$ cat src/rtl/maze_pkg.sv
// maze_pkg: shared direction/state encodings, maze constants and neighbour helpers
package maze_pkg;
  typedef enum logic [1:0] {DIR_UP, DIR_RIGHT, DIR_DOWN, DIR_LEFT} dir_t;
  typedef enum logic [3:0] {IDLE, CHKSTART, MARK, PROBE, WAIT, DECIDE, BACK, DONE, FAIL, REPLAY} state_t;
  localparam logic [7:0] START = 8'h00;
  localparam logic [7:0] GOAL = 8'hFF;
  localparam int DEPTH = 256;
  function automatic logic [7:0] step(input logic [7:0] loc, input dir_t d);
    logic [3:0] x, y;
    x = loc[3:0];
    y = loc[7:4];
    return d == DIR_UP ? {y - 4'd1, x} : d == DIR_RIGHT ? {y, x + 4'd1} : d == DIR_DOWN ? {y + 4'd1, x} : {y, x - 4'd1};
  endfunction
  function automatic logic in_range(input logic [7:0] loc, input dir_t d);
    return d == DIR_UP ? loc[7:4] != 4'd0 : d == DIR_RIGHT ? loc[3:0] != 4'd15 : d == DIR_DOWN ? loc[7:4] != 4'd15 : loc[3:0] != 4'd0;
  endfunction
endpackage

$ cat src/rtl/maze_stack.sv
// maze_stack: 256 x 2-bit move LIFO with indexed read port for path replay
module maze_stack
  import maze_pkg::*;
(
  input  logic       clk,
  input  logic       rst_n,
  input  logic       clr,
  input  logic       push,
  input  logic       pop,
  input  dir_t       push_dir,
  input  logic [7:0] rd_idx,
  output dir_t       top,
  output dir_t       rd_dir,
  output logic [7:0] depth,
  output logic       empty
);
  dir_t mem [DEPTH];
  // depth pointer; a new search clears it, push/pop never coincide
  always_ff @(posedge clk or negedge rst_n)
    if (!rst_n) depth <= '0;
    else if (clr) depth <= '0;
    else if (push) depth <= depth + 8'd1;
    else if (pop) depth <= depth - 8'd1;
  // storage needs no reset, only entries below depth are ever read
  always_ff @(posedge clk)
    if (push) mem[depth] <= push_dir;
  assign top = mem[depth - 8'd1];
  assign rd_dir = mem[rd_idx];
  assign empty = depth == 8'd0;
endmodule

$ cat src/rtl/maze_solver_ctrl.sv
// maze_solver_ctrl: depth-first maze search from (0,0) to (15,15) with path replay
module maze_solver_ctrl
  import maze_pkg::*;
(
  input  logic       clk,
  input  logic       rst_n,
  input  logic       start,
  input  logic       run,
  output logic [7:0] mem_loc,
  output logic       mem_rd,
  output logic       mem_wr,
  output logic       mem_din,
  input  logic       mem_dout,
  output logic       busy,
  output logic       done,
  output logic       fail,
  output logic       move_valid,
  output logic [1:0] move_dir
);
  state_t state, nxt;
  dir_t dir, top, rd_dir;
  logic [7:0] loc, nbr, ridx, depth;
  logic ok, chk, blk, empty, clr, push, pop;
  assign nbr = step(loc, dir);
  assign ok = in_range(loc, dir);
  assign clr = start && (state == IDLE || state == DONE || state == FAIL);
  assign push = state == DECIDE && !blk;
  assign pop = state == BACK && !empty;
  // strobes decode straight from registered state so reset silences them at once
  assign mem_rd = state == CHKSTART || (state == PROBE && ok);
  assign mem_wr = state == MARK;
  assign mem_din = mem_wr;
  assign mem_loc = state == PROBE && ok ? nbr : (state == CHKSTART || mem_wr) ? loc : 8'h00;
  maze_stack u_stack (
    .clk(clk), .rst_n(rst_n), .clr(clr), .push(push), .pop(pop), .push_dir(dir),
    .rd_idx(ridx), .top(top), .rd_dir(rd_dir), .depth(depth), .empty(empty)
  );
  // next-state selection
  always_comb begin
    nxt = state;
    case (state)
      IDLE, FAIL: nxt = start ? CHKSTART : state;
      DONE:       nxt = start ? CHKSTART : run ? REPLAY : DONE;
      CHKSTART:   nxt = WAIT;
      WAIT:       nxt = !chk ? DECIDE : mem_dout ? FAIL : MARK;
      MARK:       nxt = PROBE;
      PROBE:      nxt = ok ? WAIT : dir == DIR_LEFT ? BACK : PROBE;
      DECIDE:     nxt = !blk ? (nbr == GOAL ? DONE : MARK) : dir == DIR_LEFT ? BACK : PROBE;
      BACK:       nxt = empty ? FAIL : top == DIR_LEFT ? BACK : PROBE;
      REPLAY:     nxt = ridx == depth - 8'd1 ? DONE : REPLAY;
      default:    nxt = IDLE;
    endcase
  end
  // state, position, probe direction and registered status/replay outputs
  always_ff @(posedge clk or negedge rst_n)
    if (!rst_n) begin
      state <= IDLE;
      loc <= START;
      dir <= DIR_UP;
      chk <= 1'b0;
      blk <= 1'b0;
      ridx <= 8'd0;
      busy <= 1'b0;
      done <= 1'b0;
      fail <= 1'b0;
      move_valid <= 1'b0;
      move_dir <= 2'd0;
    end else begin
      state <= nxt;
      busy <= !(nxt inside {IDLE, DONE, FAIL, REPLAY});
      done <= nxt == DONE || nxt == REPLAY;
      fail <= nxt == FAIL;
      move_valid <= state == REPLAY;
      move_dir <= state == REPLAY ? rd_dir : 2'd0;
      ridx <= state == REPLAY ? ridx + 8'd1 : 8'd0;
      if (clr) begin
        loc <= START;
        chk <= 1'b1;
      end
      case (state)
        WAIT: begin
          chk <= 1'b0;
          blk <= mem_dout;
        end
        MARK: dir <= DIR_UP;
        PROBE: if (!ok) dir <= dir_t'(dir + 2'd1);
        DECIDE: if (!blk) loc <= nbr; else dir <= dir_t'(dir + 2'd1);
        BACK: if (!empty) begin
          loc <= step(loc, dir_t'(top ^ 2'd2));
          dir <= dir_t'(top + 2'd1);
        end
        default: ;
      endcase
    end
endmodule

$ cat config.mk
export PLATFORM = sky130hd
export DESIGN_NAME = maze_solver_ctrl
export DESIGN_NICKNAME = d
export VERILOG_FILES = /design/src/rtl/maze_pkg.sv /design/src/rtl/maze_stack.sv /design/src/rtl/maze_solver_ctrl.sv
export SDC_FILE = /design/constraint.sdc
export NUM_CORES = 1
export LEC_CHECK = 0
export CAP_MARGIN = 30
export CORE_MARGIN = 2
export CORE_UTILIZATION = 56
export DETAILED_ROUTE_END_ITERATION = 10
export GPL_ROUTABILITY_DRIVEN = 0
export HOLD_SLACK_MARGIN = 0.02
export PLACE_DENSITY = 0.77
export SLEW_MARGIN = 15
export SYNTH_ARGS = -nofsm -noshare
export SYNTH_HDL_FRONTEND = slang
export SYNTH_SLANG_ARGS = --single-unit
export TNS_END_PERCENT = 100
$ cat constraint.sdc
create_clock -name clk -period 6.6 [get_ports clk]
set_clock_uncertainty 0.1 [all_clocks]
set_input_delay 0.66 -clock clk [delete_from_list [all_inputs] [get_ports clk]]
set_output_delay 0.66 -clock clk [all_outputs]
set_load 0.01 [all_outputs]
Word-level counts from Yosys, hierarchy flattened. Memories as Yosys holds them, arrays and structs flattened. Index checks and enable logic that the tools add are counted.

Logic and storage cells: 121. Bits of input ports: 5. Register bits after elaboration: 38. Output and inout port bits: 17. Memories kept: 1. Memory bits (writable): 512.

Mux-type cells: 41. Reductions and logical operators: 27. Equal/unequal tests: 29. Bitwise operators: 1. Add/subtract/negate cells: 9.

Memory list: u_stack.mem (depth 256, bits a word 2, rd ports 2, clocked after memory_dff 0, wr ports 1, line maze_stack.sv:17) `dir_t mem [DEPTH];`.

Operators with widths (count): 8-bit 2-to-1 mux (15); 4-bit case mux with 9 select lines (1); 4-bit 2-to-1 mux (8); 4-bit by 3-bit equality test with 1-bit output (second input constant) (5); 8-bit by 1-bit adder with 8-bit output (second input constant) (2); 4-bit equality test (second input constant) (4); 4-bit != test (second input constant) (4); 8-bit case mux with 2 select lines (1); 4-bit nonzero test (4); 3-bit 2-to-1 mux (4); 4-bit by 1-bit adder with 4-bit output (second input constant) (2); 2-bit equality test (second input constant) (4); 4-bit by 2-bit equality test with 1-bit output (second input constant) (2); 8-bit equality test (1); 8-bit equality test (second input constant) (1); 4-bit logical NOT (2); 8-bit logical NOT (1); 2-bit 2-to-1 mux (4); 2-bit case mux with 4 select lines (1); 4-bit by 1-bit subtractor with 4-bit output (second input constant) (2); 8-bit by 1-bit subtractor with 8-bit output (second input constant) (1); 1-bit 2-to-1 mux (7); 2-bit != test (second input constant) (3); 1-bit logical OR (5); other kinds (14) (23).

Logic depth before layout (Yosys ltp). Gate-level depths: netlist (run 1).

Word-level depth: 11. Depth in mapped cells: 19. Gate-level depth less buffers: 12.

Hierarchy. A second synthesis (run 1) with hierarchy kept.

Cell total of the unflattened synthesis: 1857. Area, all modules: 28157.0 um2.

Modules (own cells, without submodules): maze_stack (area each 25697.1 um2, seq. area each 15574.9 um2, times used 1, cells each 1561); maze_solver_ctrl (area each 2459.9 um2, seq. area each 750.7 um2, times used 1, cells each 296).

Least setup slack after synthesis (run 1). OpenSTA, ideal clock, no wires.

Kind: register to output. Start point: reg dir[1]. End point: out mem_loc[0]. Setup slack: 950 ps. Path buffers: 2. Cell stages (with the launch flop): 8. Data required time: 5840 ps. Data arrival time: 4890 ps. Cells stage by stage: dfrtp_1 > clkbuf_1 > clkbuf_1 > nand4_1 > a31oi_1 > nor2b_1 > a21o_1 > mux2_2.

Longest elaborated chain between the ends: 6. Elaborated cells on any way between the ends: 11. Classes of those cells: 2 x eq/ne; 7 x mux; 2 x reduce/logical.

RTL lines: from (decl) (line maze_solver_ctrl.sv:21) `dir_t dir, top, rd_dir;`; from (signal assigned) (line maze_solver_ctrl.sv:86) `PROBE: if (!ok) dir <= dir_t'(dir + 2'd1);`; from (signal assigned) (line maze_solver_ctrl.sv:87) `DECIDE: if (!blk) loc <= nbr; else dir <= dir_t'(dir + 2'd1);`; from (signal assigned) (line maze_solver_ctrl.sv:90) `dir <= dir_t'(top + 2'd1);`; 2-bit equality test (line maze_pkg.sv:12, maze_pkg.sv:15); 1-bit 2-to-1 mux (3 in series) (line maze_pkg.sv:15) `return d == DIR_UP ? loc[7:4] != 4'd0 : d == DIR_RIGHT ? loc[3:0] != 4'd15 : d == DIR_DOWN ? loc[7:4] != 4'd15 ...`; 1-bit logical AND (line maze_solver_ctrl.sv:33) `assign mem_loc = state == PROBE && ok ? nbr : (state == CHKSTART || mem_wr) ? loc : 8'h00;`; 8-bit 2-to-1 mux (*) (line maze_solver_ctrl.sv:33); to (decl) (line maze_solver_ctrl.sv:9) `output logic [7:0] mem_loc,`.

Mark *: on every way between the ends. The rest lies on a longest branch, timed or not.

Worst setup path in the final report (run 1).
Start point: reg u_stack.depth[0]. End point: reg dir[1].

Longest elaborated chain between the ends: 5. Elaborated cells on any way between the ends: 8. Classes of those cells: 2 x add/sub; 1 x eq/ne; 2 x mux; 2 x reduce/logical; 1 x memory.

RTL lines: from (decl) (line maze_stack.sv:14) `output logic [7:0] depth,`; from (signal assigned) (line maze_stack.sv:22) `else if (push) depth <= depth + 8'd1;`; from (signal assigned) (line maze_stack.sv:23) `else if (pop) depth <= depth - 8'd1;`; 8-bit by 1-bit subtractor with 8-bit output (line maze_stack.sv:27) `assign top = mem[depth - 8'd1];`; memory read 256 x 2 bit; 2-bit by 1-bit adder with 2-bit output (line maze_solver_ctrl.sv:90); 2-bit 2-to-1 mux (line maze_solver_ctrl.sv:88) `BACK: if (!empty) begin`; 2-bit case mux with 4 select lines (line maze_solver_ctrl.sv:80) `case (state)`.

Parallel ways exist; a longest one is shown, timed or not. The select of a mux whose other input is x is not followed. A chain may end at the register's enable or synchronous reset.

==> results of run 1 <==
-- area by class of cell --
type                       instances  area (um^2)  area share [%]
sequential                       550        16300            52.9
multi-input combinational       1094        11200            36.2
clock buffer                      66         1500            4.86
tap                              672          841            2.72
timing repair buffer              61          598            1.93
clock inverter                    40          349            1.13
inverter                          22         82.6           0.267
antenna                            1         2.50         0.00809
-- sequential cells by signal, summed over array words and instances (netlist names) --
signal	cells
u_stack.depth	8
blk	1
move_valid	1
u_stack.mem	512
loc	8
move_dir	2
busy	1
ridx	8
done	1
state	4
chk	1
dir	2
fail	1
-- final timing paths --
check | to | start | slack, ns | cells past startpoint
worst max-delay path | dir[1] | u_stack.depth[0] | 1.75 | 10
worst min-delay path | loc[6] | rst_n | 0.33 | 2
worst max register to register | dir[1] | u_stack.depth[0] | 1.75 | 10
worst min register to register | blk | blk | 0.54 | 1
max in group asynchronous | ridx[0] | rst_n | 5.61 | 3
min in group clk | blk | blk | 0.54 | 1
-- layer usage --
layer	share of wire (%)	wire length [um]
met1	35	27700
met2	47	37200
met3	12	9830
met4	5.4	4230
met5	0.014	11
-- critical path, cell delays in order, from the launching register on --
cell and delay (ns):
dfrtp_4 0.43, buf_4 0.74, buf_4 0.84, mux4_2 0.64, mux4_2 0.52, o2111ai_1 0.32
nand2_1 0.21, a2bb2oi_4 0.28, or3b_1 0.40, o31ai_1 0.08, a211o_1 0.14
-- cell families after synthesis --
logic type / Yosys count / synth area share [%]
AOI/OAI and AO/OA: 141 / 3.93
muxes: 317 / 24.7
xor gates and xnor gates: 37 / 1.23
DFF: 550 / 57.8
buffers and inverters: 177 / 2.88
adders and majority gates: 9 / 0.399
and+or+nand+nor: 590 / 9.04
-- where the power goes --
part | switching (mW) | leakage [nW] | internal, mW
logic | 3.81 | 3.35 | 2.32
registers | 0.203 | 5.22 | 3.99
clock network | 1.36 | 0.904 | 1.86
-- repair_timing --
| action | 4_1_cts | 5_1_grt |
|---|---|---|
| hold buffers | 0 | 1 |
| hold endpoints to repair | 0 | 6 |
| gates resized for setup | 0 | 0 |
| setup buffers | 0 | 0 |
| endpoints found under the setup margin | 0 | 0 |
-- per-stage QoR --
| stage | utilization (%) | worst slack [ns] |
|---|---|---|
| final | 61.9 | 1.75 |
| after CTS | 61.7 | 1.80 |
| after floorplan | - | 0.950 |
| after global routing | 61.9 | 1.57 |
| after global placement | 57.9 | 1.91 |
| after detailed placement | 58.0 | 1.84 |
-- cell usage in the layout (no fill, tap or decap), drive strengths merged, types with 6 or more instances in the layout --
cell           netlist  layout
nor2b                8       8
or3                  6       6
and2                12      12
nand4               15      15
clkdlybuf4s50        0      20
dfrtp               38      38
o2111ai              7       7
bufinv               0       6
xnor2               22      22
nand3               65      65
buf                 70      40
mux2i               10      10
clkinv               1      29
ha                   9       9
a31oi                8       8
and3                 9       9
inv                 21      23
nand2              120     120
o21ai               27      27
a21oi               18      18
o211ai              11      11
edfxtp             512     512
mux4               303     303
xor2                15      15
clkbuf              85      66
nand2b               8       8
nor2               313     313
nor3                13      13
==> results.json, run 1 <==
{
  "status": "completed",
  "routed_wl_um": 79000,
  "synth_most_common_cell": "edfxtp_1",
  "fillCellCount": 3531,
  "cts-root-buf": "clkbuf_16",
  "fin_nets": 1800,
  "min_period_ns": 4.85,
  "die_area_um2": 52200,
  "p_per_area_nw_per_um2": 439,
  "crit_fanout": 47,
  "cellLeakagePower_nw": 9.47,
  "syn_to_final_growth_pct": 9.49,
  "layout-drive-gt1-share_pct": 25.8,
  "placed_area_um2": 29000,
  "grt_pass1_wl_um": 119000,
  "dpl.cell_count": 2393,
  "clockBufferDepth": 3,
  "grt-busiest-layer": "met2",
  "fp-row-count": 82,
  "path_clk_slew_ns": 0.07,
  "rsz0062_at_grt": "false",
  "dr.pass1.iters": 6,
  "grt_pass1_vias": 18400,
  "synth_enable_flop_cells": 512,
  "htree_levels": 2,
  "drt-initial-drc-count": 3025,
  "grt_util_all_layers_pct": 30.7,
  "cts.sinks": 550,
  "cp_data_arrival_time_ns": 5.31,
  "cp-start-kind": "register",
  "grt_max_degree": 111,
  "worstSetupPathType": "reg -> reg",
  "pin_count": 22,
  "syn-num-nets": 1835,
  "die_w_um": 229,
  "grt_use_met3_pct": 8.23,
  "use_met1_pct": 41.0,
  "instances_no_fill": 2506,
  "synthTopCellsByArea": "edfxtp_1, mux4_2, nor2_1",
  "core_area_um2": 50000,
  "crit_required_ns": 7.06,
  "portBuffers": 21,
  "finalSetupViolCount": 0,
  "final_cell_area_um2": 30900,
  "die_y_um": 229,
  "syn_area_um2": 28200,
  "dp_hpwl_um": 47000,
  "async_flop_share_pct": 6.91,
  "synth-seq-cells": 550,
  "fmax_mhz": 206,
  "maxCapViolations": 0,
  "initial_utilization_pct": 56.5,
  "slew_violations": 0,
  "avgSynthCellArea_um2": 15.5,
  "overflow": 0,
  "viasPerCell": 7.33,
  "fin_total_pwr_mw": 13.6,
  "cts_made_buffers": 57,
  "max_slew_margin_pct": 31.2,
  "syn_inst": 1821,
  "num_vias": 18400,
  "hold_viol": 0,
  "hp-class": "in -> async",
  "end_kind": "register",
  "ys_types": 78,
  "synth_commonest_cells": "edfxtp_1, nor2_1, mux4_2, nand2_1, clkbuf_1",
  "finalCritPeriodShare_pct": 73.4,
  "antenna_found_initial": 1,
  "hold_slack_ns": 0.326,
  "synth_top_area_share_pct": 54.5,
  "ir_drop_v": 0.000470,
  "ant_nets": 0,
  "tightest_slew_ns": 1.03,
  "drc": 0,
  "wl_per_cell_um": 31.5,
  "tritoncts": "done",
  "ys_warn_count": 0,
  "finalSetupTns_ns": 0,
  "synth.largest_area_cell": "edfxtp_1",
  "ys_seq_area_share_pct": 57.8,
  "insertion_delay_ns": 0.63,
  "met2_usage_pct": 47.4,
  "synth-main-ff-cell": "edfxtp_1"
}
Note: power is estimated with default switching activity, not from simulation.
==> inputs of run 2 (changes only) <==
--- a/config.mk
+++ b/config.mk
@@ -11,7 +11,7 @@
 export DETAILED_ROUTE_END_ITERATION = 10
 export GPL_ROUTABILITY_DRIVEN = 0
 export HOLD_SLACK_MARGIN = 0.02
-export PLACE_DENSITY = 0.77
+export PLACE_DENSITY = 0.8
 export SLEW_MARGIN = 15
 export SYNTH_ARGS = -nofsm -noshare
 export SYNTH_HDL_FRONTEND = slang
==> constraint.sdc (replaced) <==
create_clock -name clk -period 4 [get_ports clk]
set_clock_uncertainty 0.1 [all_clocks]
set_input_delay 0.4 -clock clk [delete_from_list [all_inputs] [get_ports clk]]
set_output_delay 0.4 -clock clk [all_outputs]
set_load 0.01 [all_outputs]
==> run 2 against run 1 <==
Net effect: the run now ends with max-slew violations left; count of clock-buffer cells in the layout grew 1; sequential share of layout area shrank 0.75 points; setup slack lost 1.7 ns; maximum frequency grew 23%; clock power grew 61%; register-to-register slack lost 1.7 ns; combinational power grew 76%; critical path depth grew 3; critical path type unchanged; largest power group unchanged.
==> results.json, run 2 (synthesized netlist as in run 1, its figures left out) <==
{
  "tritoncts": "done",
  "fin_nets": 1849,
  "path_cells": "inv_2 -> ha_4 -> buf_4 -> nor2b_1 -> a21oi_1 -> o31ai_1 -> buf_4 -> a32oi_1 -> o2111a_1 -> o32ai_4 -> nand2_4 -> mux2_4 -> o311a_1",
  "fp-row-count": 82,
  "portBuffers": 21,
  "p_int_mw": 14.0,
  "slew_violations": 141,
  "worstSetupPathType": "reg -> reg",
  "cts-root-buf": "clkbuf_16",
  "switchingPower_mw": 8.90,
  "drc": 0,
  "antenna_cells": 0,
  "pwr-share-clk_pct": 22.7,
  "cp-start-kind": "register",
  "rsz0062_at_grt": "false",
  "path_clk_slew_ns": 0.07,
  "fmax_mhz": 254,
  "cellLeakagePower_nw": 9.72,
  "layout_common_cells": "edfxtp_1, nor2_1, mux4_2",
  "cp_slowest_cell": "o31ai_1",
  "cp_data_arrival_time_ns": 4.33,
  "pwr-share-seq_pct": 30.1,
  "die_area_um2": 52200,
  "ant_nets": 0,
  "worst_path_largest_cell_delay_ns": 0.55,
  "cts_setup_buffers": 0,
  "cts_made_buffers": 54,
  "htree_levels": 2,
  "critPathBufInv": 3,
  "grt_util_all_layers_pct": 31.1,
  "max_slew_margin_pct": -11.8,
  "pin_count": 22,
  "clockBufferDepth": 3,
  "cts.sinks": 550,
  "die_y_um": 229,
  "violations": "max-slew violations",
  "antenna_found_initial": 0,
  "regMostFlops": "u_stack.mem",
  "core_area_um2": 50000,
  "layout_commonest_cell": "edfxtp_1",
  "tightest_slew_ns": 1.68,
  "wl_per_cell_um": 31.5,
  "syn_to_final_growth_pct": 11.1,
  "end_kind": "register",
  "largest_reg_flops": 512,
  "routed_wl_um": 80200,
  "p_comb_share_pct": 47.3,
  "viasPerCell": 7.37,
  "dr.pass1.iters": 6,
  "dp_hpwl_um": 51800,
  "p_per_area_nw_per_um2": 729,
  "crit_required_ns": 4.40,
  "min_period_ns": 3.93,
  "hp-class": "in -> async",
  "layout-drive-gt1-share_pct": 27.2,
  "hold_slack_ns": 0.0644,
  "finalCritPeriodShare_pct": 98.3,
  "path_delay_family": "compound AO/OA/AOI/OAI gates",
  "crit_top_cell": "buf_4",
  "status": "finished, violations left",
  "die_w_um": 229,
  "finalSetupTns_ns": 0,
  "crit_fanout": 12,
  "num_vias": 18800,
  "drt-initial-drc-count": 3180,
  "overflow": 0,
  "grt_pass1_wl_um": 121000,
  "maxCapViolations": 0,
  "ir_drop_v": 0.000798,
  "hold_viol": 0,
  "netSwitchingFraction_pct": 39.0,
  "finalSetupViolCount": 0,
  "insertion_delay_ns": 0.62,
  "grt_pass1_vias": 18800,
  "initial_utilization_pct": 56.5,
  "grt_max_degree": 267
}
[run 2: cell types whose count changed in the layout (fill, tap and decap cells not counted), sizes merged]
cell and change:
buf +52, clkbuf +1, clkinv -8, clkinvlp -3
diode -1
[run 2: power by group through the flow]
stage / sequential [mW] / clock (mW) / combinational (mW)
2_1_floorplan: 6.92 / 0 / 7.10
3_3_place_gp: 6.96 / 0 / 10.1
3_5_place_dp: 6.97 / 0 / 10.4
4_1_cts: 6.85 / 5.19 / 10.5
5_1_grt: 6.88 / 5.39 / 11.2
6_report: 6.87 / 5.18 / 10.8
[run 2: worst paths after layout]
| check | from | endpoint | slack, ns | cells after the start |
|---|---|---|---|---|
| setup / recovery | u_stack.depth[0] | loc[2] | 0.07 | 13 |
| hold / removal | rst_n | loc[5] | 0.06 | 2 |
| setup reg to reg | u_stack.depth[0] | loc[2] | 0.07 | 13 |
| hold reg to reg | blk | blk | 0.53 | 1 |
| max in group asynchronous | rst_n | u_stack.depth[0] | 3.26 | 3 |
| min in group clk | mem_dout | blk | 0.34 | 2 |
[run 2: repair_timing]
item,4_1_cts,5_1_grt
resized for setup,0,6
hold buffers,1,0
endpoints found under the hold margin,38,0
endpoints found under the setup margin,0,5
[run 2: layout make-up]
| cell class | count | area [um^2] |
|---|---|---|
| clock buffers | 67 | 1450 |
| clock inverters | 29 | 327 |
| fillers | 3401 | 18600 |
| inverters | 22 | 82.6 |
| multi-input cells | 1094 | 11100 |
| flip-flops and latches | 550 | 16300 |
| well taps | 672 | 841 |
| repair buffers | 113 | 1160 |
[run 2: per-layer routing]
| layer | global-route usage (%) | part of all wire (%) | up-vias | wire length, um |
|---|---|---|---|---|
| met3 | 8.02 | 13 | 394 | 10600 |
| met5 | 0 | 0 | - | 0 |
| li1 | - | - | 7294 | - |
| met1 | 40.2 | 33 | 9422 | 26400 |
| met2 | 48.7 | 47 | 1656 | 37800 |
| met4 | 17.1 | 6.8 | 0 | 5450 |
[run 2: per-stage QoR]
stage	setup WS (ns)	cell area [um^2]	util, %	instances	total power [mW]
after floorplan	0.0345	28200	-	1821	14.0
after global placement	0.139	29500	59.0	2447	17.1
after detailed placement	0.163	29500	59.1	2449	17.3
after CTS	0.0503	31300	62.7	2546	22.5
after global routing	0.0143	31400	62.8	2547	23.5
final	0.0681	31400	62.8	2547	22.9
